## src/rtl/mod_range_counter.sv

```systemverilog
// Registered up/down counter over the inclusive range [LOW, HIGH] with wrap-around,
// synchronous load, cascade carry/borrow-out and a registered two-digit BCD view of the count.
module mod_range_counter #(
    parameter int WIDTH   = 4,
    parameter int LOW     = 0,
    parameter int HIGH    = 11,
    parameter int RST_VAL = 0
) (
    input  logic             CLK,
    input  logic             RST,
    input  logic             EN,
    input  logic             CI,
    input  logic             UP,
    input  logic             LD,
    input  logic [WIDTH-1:0] D,
    output logic [WIDTH-1:0] Q,
    output logic             CO,
    output logic [3:0]       TENS,
    output logic [3:0]       ONES,
    output logic             ERR
);

    if (!(LOW >= 0 && LOW < HIGH && HIGH < (2 ** WIDTH) && HIGH <= 99 &&
          RST_VAL >= LOW && RST_VAL <= HIGH)) begin : gen_param_check
        $error("mod_range_counter: illegal LOW/HIGH/RST_VAL for WIDTH");
    end

    localparam logic [WIDTH-1:0] LOW_W    = WIDTH'(LOW);
    localparam logic [WIDTH-1:0] HIGH_W   = WIDTH'(HIGH);
    localparam logic [WIDTH-1:0] RST_W    = WIDTH'(RST_VAL);
    localparam logic [WIDTH-1:0] ONE_W    = WIDTH'(1);
    localparam logic [3:0]       RST_TENS = 4'(RST_VAL / 10);
    localparam logic [3:0]       RST_ONES = 4'(RST_VAL % 10);

    logic [WIDTH-1:0] q_q, q_d;
    logic [3:0]       tens_q, tens_d;
    logic [3:0]       ones_q, ones_d;
    logic             err_q, err_d;
    logic             step;
    logic             at_high;
    logic             at_low;
    logic             ld_in_range;
    logic [6:0]       q_bcd;

    assign at_high     = (q_q == HIGH_W);
    assign at_low      = (q_q == LOW_W);
    assign step        = ~LD & ~EN & CI;
    // Range check in signed int so a zero LOW does not become a constant compare.
    assign ld_in_range = (int'(D) >= LOW) && (int'(D) <= HIGH);

    always_comb begin
        q_d   = q_q;
        err_d = err_q;
        if (LD) begin
            q_d   = ld_in_range ? D : LOW_W;
            err_d = ~ld_in_range;
        end else if (step) begin
            if (UP) begin
                q_d = at_high ? LOW_W : q_q + ONE_W;
            end else begin
                q_d = at_low ? HIGH_W : q_q - ONE_W;
            end
        end
        // BCD is derived from the next count so it lands on the same edge as Q.
        q_bcd  = 7'(q_d);
        tens_d = 4'(q_bcd / 7'd10);
        ones_d = 4'(q_bcd % 7'd10);
    end

    always_ff @(posedge CLK) begin
        if (RST) begin
            q_q    <= RST_W;
            tens_q <= RST_TENS;
            ones_q <= RST_ONES;
            err_q  <= 1'b0;
        end else begin
            q_q    <= q_d;
            tens_q <= tens_d;
            ones_q <= ones_d;
            err_q  <= err_d;
        end
    end

    // Not gated by RST: chained stages must share the same reset.
    assign CO   = step & ((UP & at_high) | (~UP & at_low));
    assign Q    = q_q;
    assign TENS = tens_q;
    assign ONES = ones_q;
    assign ERR  = err_q;

endmodule

```

## config.mk

```make
export PLATFORM = sky130hd
export DESIGN_NAME = mod_range_counter
export DESIGN_NICKNAME = d
export VERILOG_FILES = /design/src/rtl/mod_range_counter.sv
export SDC_FILE = /design/constraint.sdc
export NUM_CORES = 1
export LEC_CHECK = 0
export BUFFER_PORTS_ARGS = -buffer_cell sky130_fd_sc_hd__buf_2
export CAP_MARGIN = 30
export CORE_MARGIN = 3
export CORE_UTILIZATION = 47
export DETAILED_ROUTE_END_ITERATION = 8
export GPL_ROUTABILITY_DRIVEN = 0
export HOLD_SLACK_MARGIN = 0.15
export PLACE_DENSITY = 0.82
export SLEW_MARGIN = 20
export SYNTH_ARGS = -nofsm -noshare
export SYNTH_HDL_FRONTEND = slang
export SYNTH_SLANG_ARGS = --single-unit
export TNS_END_PERCENT = 10
```

## constraint.sdc

```tcl
create_clock -name CLK -period 2.9 [get_ports CLK]
set_clock_uncertainty 0.15 [all_clocks]
set_input_delay 0.435 -clock CLK [delete_from_list [all_inputs] [get_ports CLK]]
set_output_delay 0.435 -clock CLK [all_outputs]
set_load 0.01 [all_outputs]
```

==> results.txt <==
----------------------------------------------------
[Min path]
  Cell depth of the worst min-delay path ... 2
  Path class of the lowest-slack min-delay path ... primary input to register
  Hold EP ... ERR
  Startpoint of the worst hold path ... RST

[Clock network]
  CTS Sinks ... 9
  Clock transition at the registers of the reported paths ... 0.06 ns
  CTS buffer count ... 3
  CTS tree ... built
  Clock latency of the later-clocked register in the worst-skew pair ... 0.25 ns
  Library cell used as clock root buffer ... sky130_fd_sc_hd__clkbuf_4
  Number of buffers inserted to repair setup after CTS ... 0
  Cells resized by post-CTS repair ... 0
  Number of H-tree levels ... 1
  Number of buffers on the longest clock path ... 2
  CTS Hold Buffers Added ... 0

[Route]
  Pre-Repair DR Iteration Count ... 3
  Average detailed-routed wire length per instance ... 13.11 um
  Post-DRT Antenna Nets ... 0
  Post-detailed-routing wire length ... 1468 um
  Total number of vias ... about 630
  Via-to-Cell Ratio ... 5.580
  DRC errors left ... 0
  Number of design-rule violations left by the first detailed-router iteration ... 4

[Global route]
  Number of antenna violations at the first check in global routing ... 0
  Total routing resource utilization after global routing ... between 15 and 20%
  Global route total overflow ... 0
  Wire length of the first global-routing pass ... 2408 um
  Number of global-route vias before repair ... 599
  Largest net degree at the start of global routing ... 13

[STA]
  Final setup viols ... 0
  Worst slew margin relative to its limit ... 63.08%
  Final slew viol count ... 0
  Worst hold-check slack ... approximately 0.31 ns
  Worst-margin pin slew ... 0.5398 ns
  Maximum clock frequency ... 0.3694 GHz
  Total negative setup slack ... 0 ns
  Setup repair after global routing missed its margin ... false
  Final period utilization ... 93.36%
  Number of hold violations in the final report ... 0
  Shortest period the worst path allows ... ~2.7 ns

[Floorplanning]
  Die height ... around 44 um
  Top Ports ... 24
  Site Rows ... 13
  Die outline width ... between 40 and 50 um
  Area enclosed by the die boundary ... 1925 um^2
  Core Region ... approximately 1300 um^2
  Starting Density ... 51.19%

[Critical path]
  Longest individual stage delay on the worst path ... between 0.5 and 0.6 ns
  Worst path bufs/invs ... 1
  Largest fanout of any net on the critical path ... 8
  Required time of the critical path ... 2.91 ns
  Arrival @ worst endpoint ... 2.72 ns
  Critical path's slowest cell ... sky130_fd_sc_hd__a2111oi_0
  Capturing element type of the critical path ... register
  CP Launch Type ... register
  Series of cell instances along the critical path ... ha_1 > nand3b_1 > a2111oi_0 > a211oi_2 > ha_1 > inv_1 > ha_1 > and4b_1 > nor3_1
  RR Startpoint ... Q[0]
  Crit path top cell by count ... sky130_fd_sc_hd__ha_1
  Number of cell instances on the worst register-to-register path ... 9
  R2r endpoint ... ONES[1]
  WS Path Type ... register to register
  Top cell family by delay on the critical path ... adder cells
  Register-to-register path setup slack ... 0.19 ns

[Power]
  Clock network fraction of design power ... 28.2%
  Power per Cell Area ... 403.6 nW/um^2
  Gate power share ... between 20% and 30%
  Relative contribution of sequential cells to total power ... 43.6%
  Leak pwr ... 0.3706 nW
  Internal power component ... around 220 uW
  VDD IR max ... 249.8 uV
  Net switching share of the total power ... 29.99%
  Net switching power ... 96.16 uW

[Synth]
  Cell type contributing the most total cell area after synthesis ... sky130_fd_sc_hd__dfxtp_1
  Gate Count Post-Synth ... 77
  Share of the synthesized area in the top cell type ... 26.72%
  Async set or reset register ratio after synthesis ... 0%
  Syn_area_per_cell ... between 8 and 9 um^2
  Number of enable flip-flop cells after synthesis ... 0
  Synth warnings ... 0
  Synth Register Bits ... 9
  Most used DFF post-synth ... sky130_fd_sc_hd__dfxtp_1
  Distinct cell type count after synthesis ... 36
  Area of the mapped netlist ... 674.4 um^2
  Sequential element share of the synthesized area ... between 20% and 30%
  Leading post-synthesis cells by cell area ... sky130_fd_sc_hd__dfxtp_1 (27%), sky130_fd_sc_hd__ha_1 (7.4%), sky130_fd_sc_hd__buf_4 (4.5%)

[Outcome]
  Status ... complete, no violations

[Final layout]
  Number of nets in the layout ... roughly 110
  Share of layout cells above drive strength 1 ... 30.93%
  Fillcell total ... 131
  Commonest cells after routing, fill and taps aside ... sky130_fd_sc_hd__buf_2 (20), sky130_fd_sc_hd__dfxtp_1 (9), sky130_fd_sc_hd__nor2_1 (7)
  Number of diodes added for antenna fixing ... 0
  Most frequent standard cell in the layout excluding fill and tap cells ... sky130_fd_sc_hd__buf_2
  Area growth from synthesis to final layout ... 17.81%

[Place]
  Port Buffers ... 20
  HPWL reported at the end of detailed placement ... 1154 um

[Job]
  Count of max-cap constraint violations ... 0

----------------------------------------------------
## layout make-up
type	instances	area [um^2]	area share, %
Timing Repair Buffer	22	115.1	14.49
Inverter	4	15.01	1.890
Tap cell	15	18.77	2.362
Multi-Input combinational cell	58	439.2	55.28
Sequential cell	9	180.2	22.68
Clock buffer	4	26.28	3.307
## state kept, by name, summed over array words and instances (netlist names)
name / count
TENS: 1
Q: 4
ERR: 1
ONES: 3
## stage by stage
step / setup WS, ns / utilization, % / cells / power [mW] / instance area (um^2)
5_1_grt: 0.05047 / 60.30 / 112 / 0.3463 / 794.5
3_5_place_dp: 0.1460 / 57.93 / 108 / 0.2314 / 763.2
6_report: 0.1926 / 60.30 / 112 / 0.3206 / 794.5
4_1_cts: 0.1159 / 59.92 / 112 / 0.3233 / 789.5
2_1_floorplan: 0.4010 / - / 79 / 0.2067 / 681.9
3_3_place_gp: 0.2683 / 57.93 / 108 / 0.2273 / 763.2
## routing by layer
| metal | global-route usage, % | part of all wire (%) | vias up |
|---|---|---|---|
| met1 | 19.25 | 42 | 289 |
| li1 | - | - | 318 |
| met5 | 0 | 0 | - |
| met3 | 1.245 | 4.2 | 4 |
| met4 | 9.639 | 1.7 | 0 |
| met2 | 28.49 | 52 | 14 |
## cell usage after synthesis (all sizes together) (2+ instances only)
library cell  count
dfxtp             9
nor2              7
buf               6
a31oi             4
ha                4
inv               4
nand3b            4
a21oi             3
nand2b            3
a211oi            2
clkbuf            2
nand3             2
nor2b             2
nor4              2
o21ai             2
o21bai            2
xnor2             2
## power by group through the flow
stage               clock network (mW)  registers, mW  logic (mW)
floorplan                            0          0.144      0.0625
global placement                     0          0.142      0.0856
detailed placement                   0          0.142      0.0893
CTS                             0.0939          0.140      0.0899
global route                     0.105          0.141       0.101
finish                          0.0905          0.140      0.0905
## cell families (layout without fill, tap and decap cells)
| logic type | count (synthesis) | count (layout) | share of synthesized area, % |
|---|---|---|---|
| muxes | 1 | 1 | 1.484 |
| adders and majority gates | 4 | 4 | 7.421 |
| buffers and inverters | 12 | 30 | 10.02 |
| xor gates and xnor gates | 2 | 2 | 2.598 |
| DFF | 9 | 9 | 26.72 |
| and+or+nand+nor | 28 | 28 | 25.05 |
| AOI/OAI and AO/OA | 20 | 20 | 26.16 |
| other | 1 | 3 | 0.5561 |
## worst max-delay path by stage
stage                   end  start  cells after the start
floorplan           ONES[1]   Q[0]                     11
global placement    ONES[2]   Q[0]                     10
detailed placement  ONES[2]   Q[0]                     10
CTS                 ONES[2]   Q[0]                     10
global route        ONES[1]   Q[0]                     10
finish              ONES[1]   Q[0]                      9
## worst register-to-register path, stage by stage (launching register included)
cell and delay [ns]:
sky130_fd_sc_hd__dfxtp_1 0.44, sky130_fd_sc_hd__ha_1 0.27, sky130_fd_sc_hd__nand3b_1 0.09, sky130_fd_sc_hd__a2111oi_0 0.55, sky130_fd_sc_hd__a211oi_2 0.17, sky130_fd_sc_hd__ha_1 0.24
sky130_fd_sc_hd__inv_1 0.06, sky130_fd_sc_hd__ha_1 0.24, sky130_fd_sc_hd__and4b_1 0.22, sky130_fd_sc_hd__nor3_1 0.20
(Power assumes the default switching activity.)
